## src/rtl/sseg_scan_driver_if.sv

```systemverilog
// ---------------------------------------------------------------------------
// sseg_scan_driver_if
//   Bundles the value-load path and the display outputs of the multiplexed
//   7-segment scan driver.
//
//   Signals:
//     value_in     signed two's-complement value to display
//     load         1-cycle strobe capturing value_in
//     pending      a loaded value is waiting for the next frame boundary
//     frame_start  1-cycle pulse in the first cycle of each frame
//     an           anode enables, active low
//     segs         segment code {g,f,e,d,c,b,a}, active low
//
//   Modports:
//     master  upstream producer of values / consumer of the display stream
//     slave   the scan driver itself
// ---------------------------------------------------------------------------
interface sseg_scan_driver_if #(
    parameter int NUM_DIGITS = 4,
    parameter int VALUE_W    = 4*(NUM_DIGITS-1)
);
    logic signed [VALUE_W-1:0]    value_in;
    logic                         load;
    logic                         pending;
    logic                         frame_start;
    logic        [NUM_DIGITS-1:0] an;
    logic        [6:0]            segs;

    modport master (
        output value_in,
        output load,
        input  pending,
        input  frame_start,
        input  an,
        input  segs
    );

    modport slave (
        input  value_in,
        input  load,
        output pending,
        output frame_start,
        output an,
        output segs
    );
endinterface

```

## src/rtl/sseg_scan_driver.sv

```systemverilog
// ---------------------------------------------------------------------------
// sseg_scan_driver
//   Scans a signed hex value across NUM_DIGITS multiplexed 7-segment digits.
//   A loaded value is held in a shadow register and only transferred to the
//   displayed (active) register at a frame boundary, so a frame never mixes
//   digits of two different values. Leading zeros are blanked and a negative
//   value gets a minus sign directly left of its most significant digit.
//   Each digit slot starts with GUARD cycles of all anodes off so the
//   segment lines can settle before the next anode turns on.
//
//   Ports:
//     clk   system clock
//     rst   synchronous, active-high reset
//     bus   sseg_scan_driver_if.slave
//             value_in, load        value capture
//             pending, frame_start  status
//             an, segs              registered, active-low display drive
// ---------------------------------------------------------------------------
module sseg_scan_driver #(
    parameter int NUM_DIGITS  = 4,
    parameter int VALUE_W     = 4*(NUM_DIGITS-1),
    parameter int REFRESH_DIV = 50000,
    parameter int GUARD       = 2
) (
    input  logic                clk,
    input  logic                rst,
    sseg_scan_driver_if.slave   bus
);

    localparam int PRESC_W = (REFRESH_DIV > 1) ? $clog2(REFRESH_DIV) : 1;
    localparam int IDX_W   = (NUM_DIGITS > 1) ? $clog2(NUM_DIGITS) : 1;
    // One spare zero nibble above the value keeps every digit select in range,
    // including the top (sign-only) digit.
    localparam int MAG_W   = 4*NUM_DIGITS;

    localparam logic [PRESC_W-1:0] PRESC_LAST = PRESC_W'(REFRESH_DIV-1);
    localparam logic [PRESC_W-1:0] GUARD_C    = PRESC_W'(GUARD);
    localparam logic [IDX_W-1:0]   IDX_LAST   = IDX_W'(NUM_DIGITS-1);
    localparam logic [6:0]         SEG_BLANK  = 7'b111_1111;
    localparam logic [6:0]         SEG_NEG    = 7'b011_1111;

    function automatic logic [6:0] hex_to_seg(input logic [3:0] nib);
        logic [6:0] code;
        case (nib)
            4'h0:    code = 7'b100_0000;
            4'h1:    code = 7'b111_1001;
            4'h2:    code = 7'b010_0100;
            4'h3:    code = 7'b011_0000;
            4'h4:    code = 7'b001_1001;
            4'h5:    code = 7'b001_0010;
            4'h6:    code = 7'b000_0010;
            4'h7:    code = 7'b111_1000;
            4'h8:    code = 7'b000_0000;
            4'h9:    code = 7'b001_1000;
            4'hA:    code = 7'b000_1000;
            4'hB:    code = 7'b000_0011;
            4'hC:    code = 7'b100_0110;
            4'hD:    code = 7'b010_0001;
            4'hE:    code = 7'b000_0110;
            default: code = 7'b000_1110;
        endcase
        return code;
    endfunction

    // Magnitude as an unsigned field: the most negative input wraps to
    // 2^(VALUE_W-1), which is exactly its correct unsigned magnitude.
    function automatic logic [VALUE_W-1:0] abs_mag(input logic signed [VALUE_W-1:0] v);
        logic signed [VALUE_W-1:0] negv;
        negv = -v;
        return v[VALUE_W-1] ? $unsigned(negv) : $unsigned(v);
    endfunction

    // Scan control
    logic        [PRESC_W-1:0] prescaler;
    logic        [IDX_W-1:0]   digit_idx;
    logic                      pending;
    logic                      frame_start;
    logic                      boundary;

    // Value registers
    logic signed [VALUE_W-1:0] shadow;
    logic signed [VALUE_W-1:0] active;

    // Digit generation
    logic                      neg_p0;
    logic        [MAG_W-1:0]   mag_p0;
    logic        [IDX_W-1:0]   msd_p0;
    logic        [3:0]         nib_p0;
    logic        [6:0]         seg_code_p0;
    logic                      vld_p0;

    // Registered display drive
    logic        [NUM_DIGITS-1:0] an_p1;
    logic        [6:0]            segs_p1;

    assign boundary = (prescaler == PRESC_LAST) && (digit_idx == IDX_LAST);

    // ---- stage p0: digit code for the current scan position ----
    always_comb begin
        neg_p0      = active[VALUE_W-1];
        mag_p0      = MAG_W'(abs_mag(active));
        msd_p0      = '0;
        for (int k = 0; k < NUM_DIGITS; k++) begin
            if (mag_p0[4*k +: 4] != 4'h0) begin
                msd_p0 = IDX_W'(k);
            end
        end
        nib_p0      = mag_p0[4*digit_idx +: 4];
        seg_code_p0 = SEG_BLANK;
        if (digit_idx <= msd_p0) begin
            seg_code_p0 = hex_to_seg(nib_p0);
        end else if (neg_p0 && ({1'b0, digit_idx} == ({1'b0, msd_p0} + 1'b1))) begin
            seg_code_p0 = SEG_NEG;
        end
        vld_p0      = (prescaler >= GUARD_C);
    end

    // ---- stage p1: registered anodes/segments, scan and load control ----
    always_ff @(posedge clk) begin
        if (rst) begin
            prescaler   <= '0;
            digit_idx   <= '0;
            pending     <= 1'b0;
            frame_start <= 1'b0;
            shadow      <= '0;
            active      <= '0;
            an_p1       <= '1;
            segs_p1     <= SEG_BLANK;
        end else begin
            frame_start <= boundary;

            if (prescaler == PRESC_LAST) begin
                prescaler <= '0;
                digit_idx <= (digit_idx == IDX_LAST) ? '0 : digit_idx + 1'b1;
            end else begin
                prescaler <= prescaler + 1'b1;
            end

            if (bus.load) begin
                shadow <= bus.value_in;
            end

            // A load coinciding with the boundary bypasses the shadow so it is
            // shown from the very next frame and never appears as pending.
            if (boundary) begin
                active  <= bus.load ? bus.value_in : shadow;
                pending <= 1'b0;
            end else if (bus.load) begin
                pending <= 1'b1;
            end

            an_p1   <= vld_p0 ? ~(NUM_DIGITS'(1) << digit_idx) : '1;
            segs_p1 <= vld_p0 ? seg_code_p0 : SEG_BLANK;
        end
    end

    assign bus.pending     = pending;
    assign bus.frame_start = frame_start;
    assign bus.an          = an_p1;
    assign bus.segs        = segs_p1;

endmodule

```

## src/flat_wrapper.sv

```systemverilog
// flat-port wrapper written by rule: the top's interface ports become plain ports
module sseg_scan_driver_flat 
#(
    parameter int NUM_DIGITS  = 4,
    parameter int VALUE_W     = 4*(NUM_DIGITS-1),
    parameter int REFRESH_DIV = 50000,
    parameter int GUARD       = 2
)
  (clk, rst, bus_value_in, bus_load, bus_pending, bus_frame_start, bus_an, bus_segs);
  sseg_scan_driver_if #(.NUM_DIGITS(NUM_DIGITS), .VALUE_W(VALUE_W)) bus_i ();
  input  logic clk;
  input  logic rst;
  input wire logic [$bits(bus_i.value_in)-1:0] bus_value_in;
  input wire logic [$bits(bus_i.load)-1:0] bus_load;
  output wire logic [$bits(bus_i.pending)-1:0] bus_pending;
  output wire logic [$bits(bus_i.frame_start)-1:0] bus_frame_start;
  output wire logic [$bits(bus_i.an)-1:0] bus_an;
  output wire logic [$bits(bus_i.segs)-1:0] bus_segs;
  assign bus_i.value_in = bus_value_in;
  assign bus_i.load = bus_load;
  assign bus_pending = bus_i.pending;
  assign bus_frame_start = bus_i.frame_start;
  assign bus_an = bus_i.an;
  assign bus_segs = bus_i.segs;
  sseg_scan_driver #(.NUM_DIGITS(NUM_DIGITS), .VALUE_W(VALUE_W), .REFRESH_DIV(REFRESH_DIV), .GUARD(GUARD)) u_core (.clk(clk), .rst(rst), .bus(bus_i));
endmodule
```

## config.mk

```make
export PLATFORM = sky130hd
export DESIGN_NAME = sseg_scan_driver_flat
export DESIGN_NICKNAME = d
export VERILOG_FILES = /design/src/rtl/sseg_scan_driver_if.sv /design/src/rtl/sseg_scan_driver.sv /design/src/flat_wrapper.sv
export SDC_FILE = /design/constraint.sdc
export NUM_CORES = 1
export LEC_CHECK = 0
export ABC_AREA = 0
export BUFFER_PORTS_ARGS = -buffer_cell sky130_fd_sc_hd__buf_4
export CORE_ASPECT_RATIO = 0.7
export CORE_MARGIN = 2
export CORE_UTILIZATION = 55
export CTS_CLUSTER_DIAMETER = 60
export DETAILED_ROUTE_END_ITERATION = 7
export PLACE_DENSITY = 0.87
export SLEW_MARGIN = 25
export SYNTH_ARGS = -nofsm -noshare
export SYNTH_HDL_FRONTEND = slang
export SYNTH_SLANG_ARGS = --single-unit
```

## constraint.sdc

```tcl
create_clock -name clk -period 8.4 [get_ports clk]
set_clock_uncertainty 0.1 [all_clocks]
set_input_delay 0.42 -clock clk [delete_from_list [all_inputs] [get_ports clk]]
set_output_delay 0.42 -clock clk [all_outputs]
set_load 0.01 [all_outputs]
```

==> results.sh <==
export IMPL_synthToLayoutAreaGrowth_pct=10.8
export IMPL_rsz0062_at_grt="no"
export IMPL_ff2ff_setup_slack_ns=5.09
export IMPL_worst_hold_path_type="in -> reg"
export IMPL_drc=0
export IMPL_tightestPinTransition_ns=0.806
export IMPL_maxCapViolCount=0
export IMPL_dr_pass1_iters=4
export IMPL_met1_usage_pct=30.1
export IMPL_syn_area_per_cell_um2=8.33
export IMPL_via_per_inst=5.66
export IMPL_synth_main_ff_cell="dfxtp_1"
export IMPL_hpwl_mm=4.18
export IMPL_track_usage_pct=20.5
export IMPL_antenna_found_initial=0
export IMPL_cts_tree="done"
export IMPL_antenna_cells=0
export IMPL_slew_violations=0
export IMPL_first_global_vias=2116
export IMPL_placed_area_mm2=0.00305
export IMPL_peakVddDrop_uv=99.9
export IMPL_max_slew_margin_pct=45.9
export IMPL_layout_setup_ws_ns=5.09
export IMPL_globalRouteMet2Util_pct=30.3
export IMPL_path_clk_slew_ns=0.09
export IMPL_nets=385
export IMPL_status="completed"
export IMPL_rows=21
export IMPL_leakage_nw=1.29
export IMPL_finalCriticalPeriod_ns=3.31
export IMPL_final_area_mm2=0.00316
export IMPL_syn_instance_count=342
export IMPL_endpoint="u_core.bus.segs[6]"
export IMPL_ctsHoldBuffers=0
export IMPL_fin_tns_setup_ns=0
export IMPL_fin_crit_sh_pct=39.4
export IMPL_start_kind="register"
export IMPL_final_cell_mix="nor2_1 (62), dfxtp_1 (55), nand2_1 (29), buf_4 (28), a21oi_1 (19)"
export IMPL_synth_distinct_cells=45
export IMPL_synth_seq_cells=55
export IMPL_synth_area_mm2=0.00285
export IMPL_drt_initial_drc_count=195
export IMPL_pwr_density_cell_mw_per_mm2=145
export IMPL_async_flop_share_pct=0
export IMPL_routed_wl_mm=5.69
export IMPL_wire_per_inst_um=13.3
export IMPL_ant_nets=0
export IMPL_numCtsBuffers=5
export IMPL_crit_arrival_ns=3.41
export IMPL_r2r_end="u_core.bus.segs[6]"
export IMPL_die_x_um=90.0
export IMPL_h_tree_depth=2
export IMPL_synthTopCellsByArea="dfxtp_1 (39%), nor2_1 (8.2%), mux2i_1 (6.3%)"
export IMPL_synth_nets=370
export IMPL_setup_viol=0
export IMPL_final_common_cell="nor2_1"
export IMPL_portBuffers=27
export IMPL_layout_drive_gt1_share_pct=11.5
export IMPL_reg2reg_from="u_core.active[0]"
export IMPL_grtUsageMet3_pct=4.25
export IMPL_io_pins=28
export IMPL_clock_sinks=55
export IMPL_synth_seq_area_share_pct=38.6
export IMPL_finalPower_mw=0.459
export IMPL_crit_fanout=9
export IMPL_crit_type="reg -> reg"
export IMPL_cts_root_buf="clkbuf_8"
export IMPL_synth_top_area_cell="dfxtp_1"
export IMPL_final_hold_viol_count=0
export IMPL_synth_top_area_share_pct=38.6
export IMPL_worstPathRequired_ns=8.50
export IMPL_crit_start="u_core.active[0]"
export IMPL_yosysWarnings=0
export IMPL_rr_worst_depth=12
export IMPL_grt_max_degree=32
export IMPL_die_h_um=64.2
export IMPL_insertion_delay_ns=0.30
export IMPL_cts_setup_buffers=0
export IMPL_grt_pass1_wl_mm=9.79
export IMPL_cts_buffer_depth=2
export IMPL_endpoint_kind="register"
export IMPL_place_congestion=0.953
export IMPL_dr_total_vias=2417
export IMPL_synth_edf_count=0
export IMPL_pre_cts_slack_ns=5.19
export IMPL_die_area_mm2=0.00578
export IMPL_grt_overflow_total=0
export IMPL_ctsResizeCount=0
export IMPL_start_util_pct=58.3
export IMPL_core_area_mm2=0.00489
export IMPL_top_usage_layer="met2"
export IMPL_fmax_ghz=0.303
## routing by layer
metal  share of wire, %  wire length, um
met1                 52             2970
met2                 41             2350
met3                5.9              335
met4               0.67               38
met5                  0                0
## metrics by stage
step                cells  hold WS, ns  util [%]
floorplan             342        0.325         -
finish                427        0.278      64.6
CTS                   426        0.277      64.4
detailed placement    418        0.355      62.5
global placement      418        0.345      62.5
global route          427        0.281      64.6
## cells in the mapped netlist, types with 2 or more instances
| master | number |
|---|---|
| a211oi_1 | 2 |
| a21o_1 | 2 |
| a21oi_1 | 19 |
| a31oi_1 | 2 |
| and2_1 | 3 |
| and3_1 | 5 |
| clkbuf_1 | 17 |
| dfxtp_1 | 55 |
| ha_1 | 13 |
| inv_1 | 9 |
| mux2i_1 | 18 |
| nand2_1 | 29 |
| nand3_1 | 11 |
| nand3b_1 | 3 |
| nand4_1 | 3 |
| nor2_1 | 62 |
| nor2b_1 | 6 |
| nor3_1 | 9 |
| nor4_1 | 4 |
| o211ai_1 | 3 |
| o21ai_0 | 10 |
| o221ai_1 | 3 |
| o22ai_1 | 2 |
| o31ai_1 | 5 |
| or3_1 | 3 |
| or4_1 | 6 |
| xnor2_1 | 9 |
| xor2_1 | 12 |
## area by class of cell
cell class	count	area [um2]
clock buffer	7	86.3
inverter	9	33.8
sequential	55	1100
tap	69	86.3
timing repair buffer	28	210
fill	437	1730
clock inverter	1	8.76
multi-input combinational	258	1630
## critical path, cell delays in order (launching register included)
cell      delay, ns
dfxtp_1        0.36
inv_1          0.07
ha_1           0.16
or3b_2         0.55
nor4_1         0.26
o211ai_1       0.14
a211oi_2       0.35
ha_1           0.30
nor2b_1        0.13
o21ai_0        0.19
and2_1         0.32
nor3_1         0.11
a21o_1         0.16
## logic make-up (layout without fill, tap and decap cells)
kind of cell             Yosys count  after routing  share of synthesized area, %
adder cells (fa/ha/maj)           13             13                          5.71
XOR/XNOR                          21             21                          6.46
flip-flops                        55             55                          38.6
AO/OA/AOI/OAI                     57             57                          14.1
multiplexers                      18             18                          6.32
AND/OR/NAND/NOR                  149            149                          24.6
buffers and inverters             29             45                          4.13
## worst min-delay path by stage
stage                                    from             endpoint  slack, ns  cells past startpoint
final                        bus_value_in[11]    u_core.shadow[11]       0.28                      3
after CTS                    bus_value_in[11]    u_core.shadow[11]       0.28                      3
after floorplan           u_core.prescaler[0]  u_core.prescaler[0]       0.33                      1
after detailed placement  u_core.prescaler[0]  u_core.prescaler[0]       0.36                      1
after global placement    u_core.prescaler[0]  u_core.prescaler[0]       0.35                      1
after global routing         bus_value_in[11]    u_core.shadow[11]       0.28                      3
## registers in the layout, indices dropped and copies added, names as in the netlist
signal,flops
u_core.bus.frame_start,1
u_core.bus.an,4
u_core.prescaler,16
u_core.digit_idx,2
u_core.active,12
u_core.shadow,12
u_core.bus.pending,1
u_core.bus.segs,7
## power breakdown
part / switching, mW / leakage [nW] / total, mW / internal, mW
Clock: 0.0831 / 0.0484 / 0.151 / 0.0677
Combinational: 0.0177 / 0.796 / 0.0349 / 0.0172
Sequential: 0.00322 / 0.448 / 0.273 / 0.270
Total: 0.104 / 1.29 / 0.459 / 0.354
(Power assumes the default switching activity.)
